## config.mk

```make
export PLATFORM = sky130hd
export DESIGN_NAME = hazard_ctrl_flat
export DESIGN_NICKNAME = d
export VERILOG_FILES = /design/src/rtl/hazard_ctrl_if.sv /design/src/rtl/hazard_ctrl.sv /design/src/flat_wrapper.sv
export SDC_FILE = /design/constraint.sdc
export NUM_CORES = 1
export LEC_CHECK = 0
export ABC_AREA = 1
export CAP_MARGIN = 30
export CORE_ASPECT_RATIO = 2
export CORE_MARGIN = 2
export CORE_UTILIZATION = 45
export CTS_BUF_LIST = sky130_fd_sc_hd__clkbuf_16
export DETAILED_ROUTE_END_ITERATION = 10
export PLACE_DENSITY = 0.72
export SETUP_SLACK_MARGIN = 0.5
export SYNTH_ARGS = -nofsm -noshare
export SYNTH_HDL_FRONTEND = slang
export SYNTH_SLANG_ARGS = --single-unit
```

## constraint.sdc

```tcl
create_clock -name clk -period 1.7 [get_ports clk]
set_input_delay 0.34 -clock clk [delete_from_list [all_inputs] [get_ports clk]]
set_output_delay 0.34 -clock clk [all_outputs]
set_load 0.01 [all_outputs]
```

## src/rtl/hazard_ctrl_if.sv

```systemverilog
// Forward-select / stall interface between the D-stage decoder and hazard_ctrl.
// hazard_ctrl drives through the master modport; the decoder/datapath side uses slave.
interface hazard_ctrl_if;
  logic [4:0] rs_d;
  logic [4:0] rt_d;
  logic [1:0] tuse_rs_d;
  logic [1:0] tuse_rt_d;
  logic [4:0] a3_d;
  logic [1:0] src_d;
  logic       md_start_d;
  logic       md_div_d;
  logic       md_use_d;
  logic [2:0] fwd_rs_d;
  logic [2:0] fwd_rt_d;
  logic [2:0] fwd_rs_e;
  logic [2:0] fwd_rt_e;
  logic [2:0] fwd_rt_m;
  logic       stall;

  modport master (
    input  rs_d, rt_d, tuse_rs_d, tuse_rt_d, a3_d, src_d,
    input  md_start_d, md_div_d, md_use_d,
    output fwd_rs_d, fwd_rt_d, fwd_rs_e, fwd_rt_e, fwd_rt_m, stall
  );

  modport slave (
    output rs_d, rt_d, tuse_rs_d, tuse_rt_d, a3_d, src_d,
    output md_start_d, md_div_d, md_use_d,
    input  fwd_rs_d, fwd_rt_d, fwd_rs_e, fwd_rt_e, fwd_rt_m, stall
  );
endinterface

```

## src/rtl/hazard_ctrl.sv

```systemverilog
// Hazard/forwarding controller for the 5-stage MIPS pipeline: Tnew tracking in E/M/W,
// forward selects and stall. Optional HI/LO busy tracking enabled by macro HAZARD_MDU_EN.
module hazard_ctrl #(
  parameter int MULT_CYC = 5,
  parameter int DIV_CYC  = 10
) (
  input  logic          clk,
  input  logic          reset,
  hazard_ctrl_if.master hz
);

  localparam logic [1:0] SRC_NONE = 2'd0;
  localparam logic [1:0] SRC_ALU  = 2'd1;
  localparam logic [1:0] SRC_DM   = 2'd2;
  localparam logic [1:0] SRC_PC8  = 2'd3;

  localparam logic [2:0] FWD_NONE  = 3'd0;
  localparam logic [2:0] FWD_AO_M  = 3'd1;
  localparam logic [2:0] FWD_WD    = 3'd2;
  localparam logic [2:0] FWD_PC8_E = 3'd3;
  localparam logic [2:0] FWD_PC8_M = 3'd4;
  localparam logic [2:0] FWD_PC8_W = 3'd5;

  localparam logic [1:0] TUSE_NONE = 2'd3;

  typedef struct packed {
    logic [4:0] a3;
    logic [1:0] src;
    logic [1:0] tnew;
    logic [4:0] rs;
    logic [4:0] rt;
  } e_stage_t;

  typedef struct packed {
    logic [4:0] a3;
    logic [1:0] src;
    logic [1:0] tnew;
    logic [4:0] rt;
  } m_stage_t;

  typedef struct packed {
    logic [4:0] a3;
    logic [1:0] src;
    logic [1:0] tnew;
  } w_stage_t;

  e_stage_t e_q, e_d;
  m_stage_t m_q, m_d;
  w_stage_t w_q, w_d;

  logic [1:0] tnew_d;
  logic       stall_rs;
  logic       stall_rt;
  logic       stall_md;
  logic       stall;

  function automatic logic [1:0] dec_sat(input logic [1:0] t);
    return (t == 2'd0) ? 2'd0 : t - 2'd1;
  endfunction

  function automatic logic reg_match(input logic [4:0] a3, input logic [4:0] r);
    return (r != 5'd0) && (a3 == r);
  endfunction

  function automatic logic gpr_stall(input logic [4:0] r, input logic [1:0] tuse,
                                     input logic [4:0] a3_e, input logic [1:0] tnew_e,
                                     input logic [4:0] a3_m, input logic [1:0] tnew_m);
    return (tuse != TUSE_NONE) &&
           ((reg_match(a3_e, r) && (tuse < tnew_e)) ||
            (reg_match(a3_m, r) && (tuse < tnew_m)));
  endfunction

  // Nearest eligible stage wins; callers disable stages they cannot source from.
  function automatic logic [2:0] pick_fwd(input logic el_e, input logic [1:0] s_e,
                                          input logic el_m, input logic [1:0] s_m,
                                          input logic el_w, input logic [1:0] s_w);
    logic [2:0] f;
    f = FWD_NONE;
    if (el_e && (s_e == SRC_PC8))
      f = FWD_PC8_E;
    else if (el_m && (s_m == SRC_ALU))
      f = FWD_AO_M;
    else if (el_m && (s_m == SRC_PC8))
      f = FWD_PC8_M;
    else if (el_w && ((s_w == SRC_ALU) || (s_w == SRC_DM)))
      f = FWD_WD;
    else if (el_w && (s_w == SRC_PC8))
      f = FWD_PC8_W;
    return f;
  endfunction

  always_comb begin
    tnew_d = 2'd0;
    case (hz.src_d)
      SRC_ALU: tnew_d = 2'd1;
      SRC_DM:  tnew_d = 2'd2;
      default: tnew_d = 2'd0;
    endcase
  end

  always_comb begin
    stall_rs = gpr_stall(hz.rs_d, hz.tuse_rs_d, e_q.a3, e_q.tnew, m_q.a3, m_q.tnew);
    stall_rt = gpr_stall(hz.rt_d, hz.tuse_rt_d, e_q.a3, e_q.tnew, m_q.a3, m_q.tnew);
    stall    = stall_rs | stall_rt | stall_md;
  end

  // Pipeline advance; W also decrements so a load has Tnew 0 once its data is in WD.
  always_comb begin
    e_d = '0;
    if (!stall) begin
      e_d.a3   = hz.a3_d;
      e_d.src  = hz.src_d;
      e_d.tnew = tnew_d;
      e_d.rs   = hz.rs_d;
      e_d.rt   = hz.rt_d;
    end
    m_d.a3   = e_q.a3;
    m_d.src  = e_q.src;
    m_d.tnew = dec_sat(e_q.tnew);
    m_d.rt   = e_q.rt;
    w_d.a3   = m_q.a3;
    w_d.src  = m_q.src;
    w_d.tnew = dec_sat(m_q.tnew);
  end

  always_ff @(posedge clk or posedge reset) begin
    if (reset) begin
      e_q <= '0;
      m_q <= '0;
      w_q <= '0;
    end else begin
      e_q <= e_d;
      m_q <= m_d;
      w_q <= w_d;
    end
  end

  logic el_rs_d_e, el_rs_d_m, el_rs_d_w;
  logic el_rt_d_e, el_rt_d_m, el_rt_d_w;
  logic el_rs_e_m, el_rs_e_w, el_rt_e_m, el_rt_e_w;
  logic el_rt_m_w;

  always_comb begin
    el_rs_d_e = reg_match(e_q.a3, hz.rs_d) && (e_q.tnew == 2'd0);
    el_rs_d_m = reg_match(m_q.a3, hz.rs_d) && (m_q.tnew == 2'd0);
    el_rs_d_w = reg_match(w_q.a3, hz.rs_d) && (w_q.tnew == 2'd0);
    el_rt_d_e = reg_match(e_q.a3, hz.rt_d) && (e_q.tnew == 2'd0);
    el_rt_d_m = reg_match(m_q.a3, hz.rt_d) && (m_q.tnew == 2'd0);
    el_rt_d_w = reg_match(w_q.a3, hz.rt_d) && (w_q.tnew == 2'd0);
    el_rs_e_m = reg_match(m_q.a3, e_q.rs) && (m_q.tnew == 2'd0);
    el_rs_e_w = reg_match(w_q.a3, e_q.rs) && (w_q.tnew == 2'd0);
    el_rt_e_m = reg_match(m_q.a3, e_q.rt) && (m_q.tnew == 2'd0);
    el_rt_e_w = reg_match(w_q.a3, e_q.rt) && (w_q.tnew == 2'd0);
    el_rt_m_w = reg_match(w_q.a3, m_q.rt) && (w_q.tnew == 2'd0);
  end

  assign hz.fwd_rs_d = pick_fwd(el_rs_d_e, e_q.src, el_rs_d_m, m_q.src, el_rs_d_w, w_q.src);
  assign hz.fwd_rt_d = pick_fwd(el_rt_d_e, e_q.src, el_rt_d_m, m_q.src, el_rt_d_w, w_q.src);
  assign hz.fwd_rs_e = pick_fwd(1'b0, SRC_NONE, el_rs_e_m, m_q.src, el_rs_e_w, w_q.src);
  assign hz.fwd_rt_e = pick_fwd(1'b0, SRC_NONE, el_rt_e_m, m_q.src, el_rt_e_w, w_q.src);
  assign hz.fwd_rt_m = pick_fwd(1'b0, SRC_NONE, 1'b0, SRC_NONE, el_rt_m_w, w_q.src);
  assign hz.stall    = stall;

`ifdef HAZARD_MDU_EN
  logic [3:0] md_cnt_q, md_cnt_d;
  logic       md_e_q, md_e_d;

  // The count holds while the issuing mult/div sits in E, so the busy window
  // covers the E cycle plus the full configured latency.
  always_comb begin
    md_e_d   = hz.md_start_d & ~stall;
    md_cnt_d = md_cnt_q;
    if (hz.md_start_d && !stall)
      md_cnt_d = hz.md_div_d ? 4'(DIV_CYC) : 4'(MULT_CYC);
    else if (!md_e_q && (md_cnt_q != 4'd0))
      md_cnt_d = md_cnt_q - 4'd1;
    stall_md = hz.md_use_d && ((md_cnt_q != 4'd0) || md_e_q);
  end

  always_ff @(posedge clk or posedge reset) begin
    if (reset) begin
      md_cnt_q <= 4'd0;
      md_e_q   <= 1'b0;
    end else begin
      md_cnt_q <= md_cnt_d;
      md_e_q   <= md_e_d;
    end
  end
`else
  logic unused_md;
  assign unused_md = &{1'b0, hz.md_start_d, hz.md_div_d, hz.md_use_d};
  assign stall_md  = 1'b0;
`endif

endmodule
```

## src/flat_wrapper.sv

```systemverilog
// flat-port wrapper written by rule: the top's interface ports become plain ports
module hazard_ctrl_flat 
#(
  parameter int MULT_CYC = 5,
  parameter int DIV_CYC  = 10
)
  (clk, reset, hz_rs_d, hz_rt_d, hz_tuse_rs_d, hz_tuse_rt_d, hz_a3_d, hz_src_d, hz_md_start_d, hz_md_div_d, hz_md_use_d, hz_fwd_rs_d, hz_fwd_rt_d, hz_fwd_rs_e, hz_fwd_rt_e, hz_fwd_rt_m, hz_stall);
  hazard_ctrl_if hz_i ();
  input  logic clk;
  input  logic reset;
  input wire logic [$bits(hz_i.rs_d)-1:0] hz_rs_d;
  input wire logic [$bits(hz_i.rt_d)-1:0] hz_rt_d;
  input wire logic [$bits(hz_i.tuse_rs_d)-1:0] hz_tuse_rs_d;
  input wire logic [$bits(hz_i.tuse_rt_d)-1:0] hz_tuse_rt_d;
  input wire logic [$bits(hz_i.a3_d)-1:0] hz_a3_d;
  input wire logic [$bits(hz_i.src_d)-1:0] hz_src_d;
  input wire logic [$bits(hz_i.md_start_d)-1:0] hz_md_start_d;
  input wire logic [$bits(hz_i.md_div_d)-1:0] hz_md_div_d;
  input wire logic [$bits(hz_i.md_use_d)-1:0] hz_md_use_d;
  output wire logic [$bits(hz_i.fwd_rs_d)-1:0] hz_fwd_rs_d;
  output wire logic [$bits(hz_i.fwd_rt_d)-1:0] hz_fwd_rt_d;
  output wire logic [$bits(hz_i.fwd_rs_e)-1:0] hz_fwd_rs_e;
  output wire logic [$bits(hz_i.fwd_rt_e)-1:0] hz_fwd_rt_e;
  output wire logic [$bits(hz_i.fwd_rt_m)-1:0] hz_fwd_rt_m;
  output wire logic [$bits(hz_i.stall)-1:0] hz_stall;
  assign hz_i.rs_d = hz_rs_d;
  assign hz_i.rt_d = hz_rt_d;
  assign hz_i.tuse_rs_d = hz_tuse_rs_d;
  assign hz_i.tuse_rt_d = hz_tuse_rt_d;
  assign hz_i.a3_d = hz_a3_d;
  assign hz_i.src_d = hz_src_d;
  assign hz_i.md_start_d = hz_md_start_d;
  assign hz_i.md_div_d = hz_md_div_d;
  assign hz_i.md_use_d = hz_md_use_d;
  assign hz_fwd_rs_d = hz_i.fwd_rs_d;
  assign hz_fwd_rt_d = hz_i.fwd_rt_d;
  assign hz_fwd_rs_e = hz_i.fwd_rs_e;
  assign hz_fwd_rt_e = hz_i.fwd_rt_e;
  assign hz_fwd_rt_m = hz_i.fwd_rt_m;
  assign hz_stall = hz_i.stall;
  hazard_ctrl #(.MULT_CYC(MULT_CYC), .DIV_CYC(DIV_CYC)) u_core (.clk(clk), .reset(reset), .hz(hz_i));
endmodule
```

Yosys cells after proc, flatten, opt, wreduce, memory -nomap -nowiden
Cells that the tools add are included.
{ "word_totals": {"elab_cells": 123, "output_inout_bits": 16, "regBits": 42, "in_bits": 26} }
{ "op_classes": {"addsub": 2, "reduce_logical": 59, "n_bitwise": 1, "magnitude_cmp": 4, "n_eq_ne": 21, "n_mux": 24} }
{ "ops": {"columns": ["operator", "n"], "rows": [
  ["two-way mux 3 bit", 20],
  ["equality test 5 bit", 11],
  ["logical AND 1 bit", 48],
  ["nonzero test 5 bit", 5],
  ["two-way mux 19 bit", 1],
  ["equality test 2 bit (second input constant)", 5],
  ["less-than comparator 2 bit", 4],
  ["equality test 2 x 1 -> 1 bit (second input constant)", 3],
  ["logical NOT 2 bit", 3],
  ["two-way mux 2 bit", 2],
  ["!= test 2 bit (second input constant)", 2],
  ["case mux 2 bit (2 select lines)", 1],
  ["subtractor 2 x 1 -> 2 bit (second input constant)", 2],
  ["logical OR 1 bit", 3],
  ["OR 1 bit", 1]
]} }

Longest topological paths before layout
{ "depth": {"ltp_word": 9, "depth_mapped": 11, "depth_no_buf": 10} }

Least setup slack after synthesis
No wires, ideal clock.
{ "synth_path": {"kind": "flip-flop to output port", "from": "reg u_core.w_q[2] (netlist name)", "to": "out hz_fwd_rt_d[2]", "required_time_ps": 1360, "stages_incl_launch_ff": 9, "t_arrival_ps": 1304, "path_buffers": 0, "setup_slack_ps": 56, "cell_sequence": "dfrtp_1 > ha_1 > inv_1 > nand2_1 > inv_1 > nand3_1 > nand2_1 > inv_1 > nor2_1"} }
{ "synth_via": {"elab_chain_cells": 7, "word_cells_on_any_way": 11, "cone_classes": "3 x eq/ne; 5 x mux; 3 x reduce/logical"} }
{ "synth_lines": {"columns": ["element", "line_no", "source"], "rows": [
  ["start: declaration", "hazard_ctrl.sv:49", "w_stage_t w_q, w_d;"],
  ["start signal: assignment", "hazard_ctrl.sv:134", "w_q <= w_d;"],
  ["equality test 2 bit, or another cell as far along", "hazard_ctrl.sv:87", "else if (el_w && (s_w == SRC_PC8))"],
  ["logical AND 1 bit or logical OR 1 bit (tied branches)", "hazard_ctrl.sv:87, hazard_ctrl.sv:85", null],
  ["two-way mux 3 bit or logical AND 1 bit (tied branches)", "hazard_ctrl.sv:87, hazard_ctrl.sv:85", null],
  ["two-way mux 3 bit (*)", "hazard_ctrl.sv:85", "else if (el_w && ((s_w == SRC_ALU) || (s_w == SRC_DM)))"],
  ["two-way mux 3 bit (*)", "hazard_ctrl.sv:83", "else if (el_m && (s_m == SRC_PC8))"],
  ["two-way mux 3 bit (*)", "hazard_ctrl.sv:81", "else if (el_m && (s_m == SRC_ALU))"],
  ["two-way mux 3 bit (*)", "hazard_ctrl.sv:79", "if (el_e && (s_e == SRC_PC8))"],
  ["end: declaration", "flat_wrapper.sv:21", "output wire logic [$bits(hz_i.fwd_rt_d)-1:0] hz_fwd_rt_d;"]
]} }
Every way passes the cells marked *; elsewhere a longest branch is shown, timed or not.

Final worst setup path
{ "layout_path": {"from": "reg u_core.w_q[8] (netlist name)", "to": "out hz_fwd_rs_d[2]"} }
{ "layout_via": {"elab_chain_cells": 9, "word_cells_on_any_way": 10, "cone_classes": "1 x eq/ne; 5 x mux; 4 x reduce/logical"} }
{ "layout_lines": {"columns": ["element", "line_no", "source"], "rows": [
  ["equality test 5 bit (*)", "hazard_ctrl.sv:62", "return (r != 5'd0) && (a3 == r);"],
  ["logical AND 1 bit (*)", "hazard_ctrl.sv:62", null],
  ["logical AND 1 bit (*)", "hazard_ctrl.sv:146", "el_rs_d_w = reg_match(w_q.a3, hz.rs_d) && (w_q.tnew == 2'd0);"],
  ["logical AND 1 bit", "hazard_ctrl.sv:87", null],
  ["two-way mux 3 bit", "hazard_ctrl.sv:87", null],
  ["two-way mux 3 bit (*)", "hazard_ctrl.sv:85", null],
  ["two-way mux 3 bit (*)", "hazard_ctrl.sv:83", null],
  ["two-way mux 3 bit (*)", "hazard_ctrl.sv:81", null],
  ["two-way mux 3 bit (*)", "hazard_ctrl.sv:79", null],
  ["end: declaration", "flat_wrapper.sv:20", "output wire logic [$bits(hz_i.fwd_rs_d)-1:0] hz_fwd_rs_d;"]
]} }
Marked as above.

==> impl_metrics.json <==
{
  "cpPeakStageDelay_ps": 490,
  "worst_clock_skew_ps": 6.536,
  "synth.area.top_cells": "dfrtp_1 41%, nand2_1 15%, inv_1 6.3%",
  "path_cells": "inv_4 > nand2_2 > nand4_1 > nor2_2 > buf_4 > nand3_2 > nand2_1 > inv_1 > nor2_2 > buf_2",
  "die_height_um": 111.1,
  "fmax_mhz": 462.3,
  "drt_wl_total_mm": 8.898,
  "fillers": 392,
  "wl_per_cell_um": 16.85,
  "peakVddDrop_uv": 834.6,
  "drtPass1Iterations": 4,
  "postLayoutCoreUtil_pct": 75.12,
  "start_util_pct": 46.00,
  "wl_met3_um": 558,
  "clk_pin_slew_worst_paths_ps": 60,
  "vias": 2849,
  "synth_edf_count": 0,
  "track_usage_pct": 29.24,
  "highest_layer": "met4",
  "endpoint_kind": "output pin",
  "maxCapViolCount": 0,
  "avgSynthCellArea_um2": 7.333,
  "grt_pass1_wl_mm": 14.21,
  "dp_cells": 495,
  "ant_nets": 0,
  "core_um2": 5612,
  "antenna_found_initial": 0,
  "multi_input_area_um2": 1592,
  "violations": "setup timing",
  "num_rows": 39,
  "cts-root-buf": "clkbuf_16",
  "path_class": "flip-flop to output pin",
  "synthesis.nets": 383,
  "cp_data_required_time_ps": 1360,
  "drive_gt1_share_pct": 46.04,
  "yosysUniqueCellTypes": 26,
  "period_share_pct": 127.2,
  "crit_family": "simple AND/OR/NAND/NOR gates",
  "setup_viol": 35,
  "layout.nets": 497,
  "synth_top_cell_by_area": "dfrtp_1",
  "ys_warn_count": 0,
  "worst_pin_slew_ps": 375.5,
  "min_period_ps": 2163,
  "setup_tns_ps": -12900,
  "synth_seq_area_share_pct": 40.72,
  "cts_buffers": 5,
  "antennaDiodeCount": 0,
  "post-synth-top-count-cell": "nand2_1",
  "critPathLaunchType": "flip-flop",
  "drc": 0,
  "synth_common_cells": "104 x nand2_1, 43 x inv_1, 42 x dfrtp_1",
  "num_io_pins": 42,
  "cts_max_path_buffers": 2,
  "port_buffers": 38,
  "synthFlopType": "dfrtp_1",
  "min_path_type": "flip-flop to flip-flop",
  "crit_top_cell": "nor2_2",
  "relSlewSlack_pct": 74.77,
  "critPathBufInv": 4,
  "grt_pass1_vias": 2993,
  "drt-met1-wl_mm": 3.005,
  "hpwlAfterDp_mm": 5.628,
  "cts.sink_count": 42,
  "ys_seq_elements": 42,
  "fin_hold_ws_ps": 420.9,
  "cts_tree": "done",
  "crit_slowest_cell": "dfrtp_2",
  "place_congestion": 0.9243,
  "fin_ws_ps": -463.0,
  "regArea_um2": 1060,
  "power.leakage_nw": 2.143,
  "htree_levels": 2,
  "cp_data_arrival_time_ps": 1820,
  "syn-instance-count": 352,
  "hold_viol_final": 0,
  "wl_met2_mm": 4.674,
  "die_area_um2": 6395,
  "drt_iter0_drc": 118,
  "slew_violations": 0,
  "syn_area_um2": 2581,
  "synth-async-reset-ratio_pct": 100.0,
  "ctsHoldBuffers": 0,
  "crit_fanout": 6,
  "status": "finished with violations",
  "synth_top_area_share_pct": 40.72,
  "syn_to_final_growth_pct": 63.31,
  "die_w_um": 57.56,
  "clkLatencyLatePin_ps": 300,
  "power.density_nw_per_um2": 719.6,
  "final_cells": 528,
  "rsz0062_at_grt": "yes",
  "viasPerCell": 5.396,
  "grt_max_degree": 43,
  "grt-ovfl-total": 0
}
final timing paths:
path	startpoint	to	slack, ps	cells past startpoint
max	u_core.w_q[8]	hz_fwd_rs_d[2]	-460	10
min	u_core.e_q[17]	u_core.m_q[12]	420	0
max reg2reg	u_core.m_q[12]	u_core.e_q[14]	-390	15
min reg2reg	u_core.e_q[17]	u_core.m_q[12]	420	0
max in group asynchronous	reset	u_core.m_q[11]	1040	3
min in group asynchronous	reset	u_core.e_q[0]	440	3
power by group:
part | switching, mW | total, mW | internal [mW]
clock | 0.401 | 1.09 | 0.687
combinational | 0.404 | 0.798 | 0.394
sequential | 0.0817 | 1.15 | 1.07
state kept, by name, summed over array words and instances, names as in the netlist:
| register | flops |
|---|---|
| u_core.m_q | 14 |
| u_core.w_q | 9 |
| u_core.e_q | 19 |
area by class of cell:
| cell class | count | share of cell area [%] |
|---|---|---|
| inverters | 53 | 4.987 |
| clock buffers | 5 | 2.968 |
| repair buffers | 114 | 26.39 |
| multi-input cells | 250 | 37.76 |
| flip-flops and latches | 42 | 25.14 |
| well taps | 61 | 1.811 |
| clock inverters | 3 | 0.9498 |
through the flow:
step | setup slack (ps) | cell area [µm²] | power [mW]
4_1_cts | -372.1 | 4049 | 2.959
5_1_grt | -516.8 | 4215 | 3.145
6_report | -463.0 | 4215 | 3.033
3_3_place_gp | -949.3 | 3492 | 1.753
2_1_floorplan | 161.6 | 2724 | 1.485
3_5_place_dp | -962.0 | 3492 | 1.771
kinds of logic (layout without fill, tap and decap cells):
logic type,count (synthesis),in the layout,synth area share (%)
AOI/OAI and AO/OA,19,19,4.023
and+or+nand+nor,204,204,35.24
xor gates and xnor gates,22,22,7.465
adders and majority gates,5,5,2.424
DFF,42,42,40.72
buffers and inverters,60,175,10.13
per-layer routing:
| layer | up-vias | GRT usage, % |
|---|---|---|
| li1 | 1316 | - |
| met2 | 141 | 50.61 |
| met1 | 1339 | 31.36 |
| met5 | - | 0 |
| met4 | 0 | 19.07 |
| met3 | 53 | 4.551 |
cell usage in the layout, fill, tap and decap left out, drive strengths merged:
cell,synthesis,final
nand2,106,106
buf,5,92
nor2,55,55
inv,53,52
dfrtp,42,42
nand3,20,20
xnor2,15,15
nand4,11,11
dlygate4sd2,0,11
clkdlybuf4s50,0,10
o21ai,10,10
xor2,7,7
nor3,7,7
clkbuf,2,6
a21oi,5,5
ha,5,5
or2,4,4
o22ai,2,2
clkinv,0,2
and2,1,1
a22o,1,1
o211ai,1,1
clkinvlp,0,1
bufinv,0,1
repair_timing:
item                                   in CTS  in global routing
pin swaps                                  36                 18
cloned                                      3                  0
setup endpoints to repair                  35                 35
setup buffers                              20                  2
endpoints found under the hold margin       0                  0
gates resized for setup                   135                 35
(Power assumes the default switching activity.)
